### src/rtl/rsa_pkg.sv
// Shared types and constants for the RSA modular exponentiator.
// Holds the FSM encodings used by the top and the Blakely multiplier.
package rsa_pkg;

  typedef enum logic [2:0] {
    IDLE,
    LOAD,
    SQR,
    MUL,
    FIN
  } rsa_state_t;

  typedef enum logic [1:0] {
    MM_IDLE,
    MM_RUN,
    MM_DONE
  } mm_state_t;

  localparam int DEFAULT_WIDTH = 64;
  localparam int RSA_PUBLIC_E  = 65537;

endpackage

### src/rtl/rsa_modexp_mulmod.sv
// Radix-2 Blakely modular multiplier, one multiplier bit per cycle.
// p = a*b mod n, valid with done at WIDTH+1 cycles after start.
module blakely_mulmod
  import rsa_pkg::*;
#(
  parameter int WIDTH = DEFAULT_WIDTH
) (
  input  logic             clk,
  input  logic             reset,
  input  logic             start,
  input  logic [WIDTH-1:0] a,
  input  logic [WIDTH-1:0] b,
  input  logic [WIDTH-1:0] n,
  output logic             done,
  output logic [WIDTH-1:0] p
);

  localparam int CW = $clog2(WIDTH);
  localparam int RW = WIDTH + 2;

  mm_state_t      st_q, st_d;
  logic [WIDTH-1:0] a_q, b_q, n_q;
  logic [RW-1:0]  r_q, r_d;
  logic [RW-1:0]  t1, t2, n_ext;
  logic [CW-1:0]  cnt_q;
  logic           accept;

  assign accept = start && (st_q != MM_RUN);
  assign done   = (st_q == MM_DONE);
  assign p      = r_q[WIDTH-1:0];
  assign n_ext  = {2'b00, n_q};

  // One Blakely step: shift-add then up to two conditional subtracts
  always_comb begin
    t1 = {r_q[RW-2:0], 1'b0};
    if (a_q[WIDTH-1]) t1 = t1 + {2'b00, b_q};
    t2 = (t1 >= n_ext) ? t1 - n_ext : t1;
    r_d = (t2 >= n_ext) ? t2 - n_ext : t2;
  end

  // Next-state: accept from idle or done, run WIDTH steps, then flag done
  always_comb begin
    st_d = st_q;
    unique case (st_q)
      MM_IDLE: if (start) st_d = MM_RUN;
      MM_RUN:  if (cnt_q == '0) st_d = MM_DONE;
      MM_DONE: st_d = start ? MM_RUN : MM_IDLE;
      default: st_d = MM_IDLE;
    endcase
  end

  // State, operand capture and iteration registers
  always_ff @(posedge clk) begin
    if (reset) begin
      st_q  <= MM_IDLE;
      a_q   <= '0;
      b_q   <= '0;
      n_q   <= '0;
      r_q   <= '0;
      cnt_q <= '0;
    end else begin
      st_q <= st_d;
      if (accept) begin
        a_q   <= a;
        b_q   <= b;
        n_q   <= n;
        r_q   <= '0;
        cnt_q <= CW'(WIDTH - 1);
      end else if (st_q == MM_RUN) begin
        r_q   <= r_d;
        a_q   <= {a_q[WIDTH-2:0], 1'b0};
        cnt_q <= cnt_q - 1'b1;
      end
    end
  end

endmodule

### src/rtl/rsa_modexp.sv
// Left-to-right square-and-multiply modular exponentiator.
// Each square/multiply runs on a shared Blakely multiplier.
module rsa_modexp
  import rsa_pkg::*;
#(
  parameter int WIDTH     = DEFAULT_WIDTH,
  parameter int EXP_WIDTH = WIDTH
) (
  input  logic                 clk,
  input  logic                 reset,
  input  logic                 start,
  input  logic [WIDTH-1:0]     base,
  input  logic [EXP_WIDTH-1:0] exponent,
  input  logic [WIDTH-1:0]     modulus,
  output logic                 busy,
  output logic                 done,
  output logic                 error,
  output logic [WIDTH-1:0]     result
);

  localparam int IW = (EXP_WIDTH > 1) ? $clog2(EXP_WIDTH) : 1;

  rsa_state_t st_q, st_d;

  logic [WIDTH-1:0]     base_q, mod_q;
  logic [EXP_WIDTH-1:0] exp_q;
  logic [IW-1:0]        idx_q;

  logic             mm_start, mm_done;
  logic [WIDTH-1:0] mm_a, mm_b, mm_p, acc_init;
  logic             idx_dec, set_res, set_err, capture;

  assign capture  = (st_q == IDLE) && start;
  assign acc_init = WIDTH'(mod_q != WIDTH'(1));
  assign busy     = (st_q == LOAD) || (st_q == SQR) || (st_q == MUL);
  assign done     = (st_q == FIN);

  blakely_mulmod #(
    .WIDTH(WIDTH)
  ) u_mm (
    .clk  (clk),
    .reset(reset),
    .start(mm_start),
    .a    (mm_a),
    .b    (mm_b),
    .n    (mod_q),
    .done (mm_done),
    .p    (mm_p)
  );

  // Sequencing: next op is issued in the cycle the previous one completes
  always_comb begin
    st_d     = st_q;
    mm_start = 1'b0;
    mm_a     = mm_p;
    mm_b     = mm_p;
    idx_dec  = 1'b0;
    set_res  = 1'b0;
    set_err  = 1'b0;
    unique case (st_q)
      IDLE: if (start) st_d = LOAD;
      LOAD: begin
        if (mod_q == '0 || base_q >= mod_q) begin
          st_d    = FIN;
          set_err = 1'b1;
        end else begin
          st_d     = SQR;
          mm_start = 1'b1;
          mm_a     = acc_init;
          mm_b     = acc_init;
        end
      end
      SQR: begin
        if (mm_done) begin
          if (exp_q[idx_q]) begin
            st_d     = MUL;
            mm_start = 1'b1;
            mm_b     = base_q;
          end else if (idx_q == '0) begin
            st_d    = FIN;
            set_res = 1'b1;
          end else begin
            idx_dec  = 1'b1;
            mm_start = 1'b1;
          end
        end
      end
      MUL: begin
        if (mm_done) begin
          if (idx_q == '0) begin
            st_d    = FIN;
            set_res = 1'b1;
          end else begin
            st_d     = SQR;
            idx_dec  = 1'b1;
            mm_start = 1'b1;
          end
        end
      end
      FIN:     st_d = IDLE;
      default: st_d = IDLE;
    endcase
  end

  // State, operand capture, bit index and result/error registers
  always_ff @(posedge clk) begin
    if (reset) begin
      st_q   <= IDLE;
      base_q <= '0;
      exp_q  <= '0;
      mod_q  <= '0;
      idx_q  <= '0;
      result <= '0;
      error  <= 1'b0;
    end else begin
      st_q <= st_d;
      if (capture) begin
        base_q <= base;
        exp_q  <= exponent;
        mod_q  <= modulus;
        idx_q  <= IW'(EXP_WIDTH - 1);
        result <= '0;
        error  <= 1'b0;
      end
      if (idx_dec) idx_q <= idx_q - 1'b1;
      if (set_res) result <= mm_p;
      if (set_err) error <= 1'b1;
    end
  end

endmodule

### config.mk
export PLATFORM = sky130hd
export DESIGN_NAME = rsa_modexp
export DESIGN_NICKNAME = d
export VERILOG_FILES = /design/src/rtl/rsa_pkg.sv /design/src/rtl/rsa_modexp_mulmod.sv /design/src/rtl/rsa_modexp.sv
export SDC_FILE = /design/constraint.sdc
export NUM_CORES = 2
export LEC_CHECK = 0
export ABC_AREA = 0
export BUFFER_PORTS_ARGS = -buffer_cell sky130_fd_sc_hd__buf_2
export CAP_MARGIN = 20
export CORE_MARGIN = 4
export CORE_UTILIZATION = 50
export DETAILED_ROUTE_END_ITERATION = 8
export PLACE_DENSITY = 0.71
export SLEW_MARGIN = 20
export SYNTH_ARGS = -nofsm -noshare
export SYNTH_HDL_FRONTEND = slang
export SYNTH_SLANG_ARGS = --single-unit
### constraint.sdc
create_clock -name clk -period 9.7 [get_ports clk]
set_clock_uncertainty 0.05 [all_clocks]
set_input_delay 1.94 -clock clk [delete_from_list [all_inputs] [get_ports clk]]
set_output_delay 1.94 -clock clk [all_outputs]
set_load 0.005 [all_outputs]
# Word-level counts from Yosys, hierarchy flattened
# Cells that the tools add are included.
[op_classes]
order_cmp = 4
mux = 48
eq_ne = 14
n_addsub = 5
n_reduce_logical = 17
[ops]
columns = ["op", "n"]
rows = [
  ["2-to-1 mux 64 bit", 8],
  [">= comparator 66 x 64 -> 1 bit", 2],
  ["2-to-1 mux 66 bit", 2],
  ["one-hot mux 64 bit (2 select lines)", 1],
  ["adder 66 x 64 -> 66 bit", 1],
  ["subtractor 66 x 64 -> 66 bit", 1],
  ["2-to-1 mux 65 bit", 1],
  ["subtractor 65 x 64 -> 65 bit", 1],
  [">= comparator 64 bit", 1],
  ["logical NOT 64 bit", 1],
  ["!= test 64 x 1 -> 1 bit, second input constant", 1],
  ["2-to-1 mux 6 bit", 4],
  ["2-to-1 mux 3 bit", 7],
  ["2-to-1 mux 1 bit", 17],
  ["logical NOT 6 bit", 2],
  ["one-hot mux 3 bit (4 select lines)", 1],
  ["subtractor 6 x 1 -> 6 bit, second input constant", 2],
  ["nonzero test 2 bit", 4],
  ["< comparator 6 x 7 -> 1 bit, second input constant", 1],
  ["binary-select mux 1 bit (select 6 bit)", 1],
  ["== test 3 x 2 -> 1 bit, second input constant", 2],
  ["!= test 2 x 1 -> 1 bit, second input constant", 3],
  ["!= test 2 bit, second input constant", 3],
  ["one-hot mux 2 bit (3 select lines)", 1],
  ["15 further kinds", 20],
]
[word_totals]
input_bits = 195
register_bits = 531

# Longest topological paths before layout
[logic_depth]
depth_word = 7
mapped_depth = 45
depth_no_buf = 40

# Modules after synthesis
# Synthesis repeated with hierarchy kept, for this count alone.
[unflattened]
hier_cells = 4907
hier_area_um2 = 37085.6
[modules_own_cells]
columns = ["mod", "n_inst", "seq_area_each_um2", "cells_each", "area_per_inst_um2"]
rows = [
  ["blakely_mulmod", 1, 5305.1, 3171, 23717.7],
  ["rsa_modexp", 1, 5325.1, 1736, 13367.8],
]

# Least setup slack after synthesis
# No wires, ideal clock.
[synth_path]
path_kind = "register to register"
start = "register u_mm.r_q[0]"
end = "register u_mm.r_q[12]"
t_required_ps = 9518
path_stages_with_launch = 44
synth_period_minus_slack_ps = 9012
n_path_buf = 6
setup_ps = 132
arrival_ps = 8829
slack_ps = 688
path_cell_list = "dfxtp_1 > ha_1 > inv_1 > fa_1 > nand2b_1 > a21o_1 > a21oi_1 > a211oi_1 > a2111oi_0 > or2_2 > a21oi_1 > xnor2_1 > mux2_2 > ha_1 > clkbuf_1 > o21a_1 > a21oi_1 > a211oi_1 > [8 not listed] > clkbuf_1 > a21oi_1 > ha_1 > a21o_1 > a21oi_1 > o21a_1 > o21ai_1 > a31oi_1 > o21ai_1 > o31ai_2 > a21boi_1 > a221o_1 > or2_2 > or2_1 > buf_6 > buf_6 > mux2i_1 > a21oi_1"
[synth_between]
elab_chain_len = 6
[synth_lines]
columns = ["element", "line_no", "text"]
rows = [
  ["start, declared", "rsa_modexp_mulmod.sv:23", "logic [RW-1:0] r_q, r_d;"],
  ["start signal, assigned", "rsa_modexp_mulmod.sv:70", "r_q <= r_d;"],
  ["adder 66 x 64 -> 66 bit", "rsa_modexp_mulmod.sv:36", "if (a_q[WIDTH-1]) t1 = t1 + {2'b00, b_q};"],
  ["2-to-1 mux 66 bit *", "rsa_modexp_mulmod.sv:36", ""],
  ["subtractor 66 x 64 -> 66 bit / >= comparator 66 x 64 -> 1 bit (equally long branches)", "rsa_modexp_mulmod.sv:37", "t2 = (t1 >= n_ext) ? t1 - n_ext : t1;"],
  ["2-to-1 mux 66 bit *", "rsa_modexp_mulmod.sv:37", ""],
  ["subtractor 65 x 64 -> 65 bit / >= comparator 66 x 64 -> 1 bit (equally long branches)", "rsa_modexp_mulmod.sv:38", "r_d = (t2 >= n_ext) ? t2 - n_ext : t2;"],
  ["2-to-1 mux 65 bit *", "rsa_modexp_mulmod.sv:38", ""],
]
# Every way passes the cells marked *; elsewhere a longest branch is shown, timed or not.
# A chain may end at the register's enable or synchronous reset.

# Worst setup path after layout
[layout_path]
start = "register u_mm.r_q[0]"
end = "register u_mm.r_q[33]"
# Same word-level chain as after synthesis.

==> flow_metrics.tcl <==
set metrics [dict create \
    fp.coreArea_um2 69100 \
    setup_slack_ns 0.305 \
    synthArstFlopShare 0 \
    drc 0 \
    hold_buffers 0 \
    slowest_delay_ns 0.56 \
    grt_antenna_before_repair 3 \
    synth_edf_count 0 \
    overflow 0 \
    cp.arrival_ns 9.82 \
    clock_sinks 531 \
    clk_latency_ns 0.66 \
    place_congestion 1.01 \
    finalWirelength_mm 125 \
    drtIter0Drc 3130 \
    post_drt_wl_per_cell_um 20.3 \
    period_minus_slack_ns 9.39 \
    clk_pin_slew_ns 0.06 \
    required_ns 10.13 \
    fp-row-count 96 \
    setup_viol_count_final 0 \
    dieArea_um2 74500 \
    synth_area_um2 35100 \
    fin_nets 5649 \
    drv_slew 0 \
    fill_cells 6471 \
    drt_first_pass_iters 5 \
    hp-class "register to register" \
    tightestPinTransition_ns 1.06 \
    io_pins 262 \
    cts_root_buffer "clkbuf_16" \
    clock_path_buffers 3 \
    fin_crit_sh 0.969 \
    synthDistinctLibCells 84 \
    cts_tree "yes" \
    maxCapViolCount 0 \
    cp_max_fo 32 \
    n_antenna_cell 0 \
    pre_cts_ws_ns -0.168 \
    utilization 0.617 \
    synthCells 4684 \
    criticalPathCategory "register to register" \
    layout-drive-gt1-share 0.200 \
    synthFlopType "dfxtp_1" \
    dp_hpwl_mm 95.2 \
    grt_pass1_vias 34323 \
    cts-buffers-inserted 57 \
    area_growth_pct 21.5 \
    status "completed" \
    die_h_um 273 \
    yosys_warnings 0 \
    vias 36492 \
    reg2reg_from "u_mm.r_q[0]$_SDFFE_PP0N_" \
    startpoint "u_mm.r_q[0]$_SDFFE_PP0N_" \
    final_cell_count_no_fill 6170 \
    max_freq_mhz 106 \
    hold_start "exp_q[2]$_SDFFE_PP0P_" \
    cp-start-kind "register" \
    grt_max_degree 107 \
    syn-num-nets 5140 \
    dieWidth_um 273 \
    portBuffers 261 \
    hold_viol 0 \
    end_kind "register" \
    r2r_setup_slack_ns 0.31 \
    drtAntennaViolNets 0 \
    grt_pass1_wl_mm 193 \
    cp_slowest_cell "or4_4" \
    dp_cells 6061 \
    synth_seq_cells 531 \
    yosysSeqAreaShare 0.303 \
    syn_avg_cell_area_um2 7.49 \
    vias_per_cell 5.91 \
    start_util 0.508 \
    relSlewSlack 0.290 \
    setup_tns_ns 0 \
    htreeDepth 2 \
    grtUsageTotal 0.321 \
]
[routing by layer]
metal	global-route usage	vias to the layer above	part of all wire
met1	0.431	17174	0.43
li1	-	17651	-
met5	0	-	0.00022
met3	0.0537	256	0.077
met4	0.114	4	0.039
met2	0.524	1407	0.45
[per-stage QoR]
stage                     instance area [um^2]  hold WS, ns
final                                    42600        0.401
after global routing                     42600        0.417
after CTS                                42300        0.402
after detailed placement                 40300        0.394
after global placement                   40300        0.388
after floorplan                          35100        0.379
[layout by cell type (no fill, tap or decap), types with 22 or more instances in the layout]
cell type	synthesis	final
a211oi_1	29	22
a21o_1	132	132
a21oi_1	765	751
a22oi_1	65	65
a31oi_1	36	33
and3_1	83	83
buf_2	9	260
buf_4	1	496
clkbuf_16	0	57
dfxtp_1	531	529
ha_1	258	255
inv_1	196	196
mux2_2	63	63
mux2i_1	64	63
nand2_1	825	824
nand2b_1	28	24
nand3_1	181	181
nand4_1	72	72
nor2_1	202	196
nor3_1	51	47
o211ai_1	29	29
o21a_1	23	22
o21ai_0	209	195
o21ai_1	41	50
o21bai_1	30	30
o2bb2ai_1	29	29
xnor2_1	104	104
xor2_1	78	78
[sequential cells by signal, summed over array words and instances (netlist names)]
| signal | count |
|---|---|
| st_q | 3 |
| u_mm.b_q | 64 |
| base_q | 64 |
| u_mm.cnt_q | 6 |
| u_mm.r_q | 65 |
| mod_q | 64 |
| u_mm.a_q | 64 |
| u_mm.st_q | 2 |
| exp_q | 64 |
| result | 64 |
| idx_q | 6 |
| u_mm.n_q | 64 |
| error | 1 |
[critical path: cells and delay by family, from the launching register on]
family / cells / cell delay, ns
AOI/OAI and AO/OA: 16 / 3.06
xor gates and xnor gates: 1 / 0.12
adders and majority gates: 4 / 1.19
buffers and inverters: 6 / 0.91
DFF: 1 / 0.33
muxes: 3 / 0.79
and+or+nand+nor: 11 / 2.68
[kinds of logic after synthesis]
| group | count (synthesis) | share of synthesized area |
|---|---|---|
| buf+inv | 512 | 0.0569 |
| flops | 531 | 0.303 |
| fa+ha+maj | 261 | 0.0937 |
| compound gates | 1508 | 0.254 |
| mux | 148 | 0.0520 |
| xor+xnor | 182 | 0.0454 |
| simple gates | 1542 | 0.195 |
[cell type report]
cell class                      instances  area, um^2  share of cell area
Tap cell                              931        1160              0.0273
Clock inverter                         32         452              0.0106
Timing Repair Buffer                  766        5220               0.122
Inverter                              196         736              0.0173
Clock buffer                           73        1580              0.0370
Sequential cell                       531       10600               0.249
Multi-Input combinational cell       3641       22900               0.536
[repair_timing]
action                     in CTS  in global routing
pin swaps                       3                 19
gates resized for setup        15                 64
hold endpoints to repair        0                  0
setup endpoints to repair      65                 65
gates cloned                    0                  0
setup buffers                   0                  4
[final timing paths]
path,to,cells after the start
hold / removal,exp_q[2]$_SDFFE_PP0P_,2
setup reg to reg,u_mm.r_q[33]$_SDFFE_PP0N_,41
setup / recovery,u_mm.r_q[33]$_SDFFE_PP0N_,41
hold reg to reg,exp_q[2]$_SDFFE_PP0P_,2
[cells in the mapped netlist (36+ instances only)]
library cell  count  area [um^2]
and3_1           83          519
ha_1            258         3230
xnor2_1         104          911
xor2_1           78          683
o21ai_0         209         1050
inv_1           196          736
nand2_1         825         3100
nor2_1          202          758
a31oi_1          36          225
a22oi_1          65          488
mux2_2           63          709
o21ai_1          41          205
mux2i_1          64          641
dfxtp_1         531        10600
nand4_1          72          450
a21oi_1         765         3830
a21o_1          132          991
nand3_1         181          906
clkbuf_1        279         1050
nor3_1           51          255
Power is not shown: default switching activity piles up to over one toggle a cycle in this logic, so the estimate is an artifact.
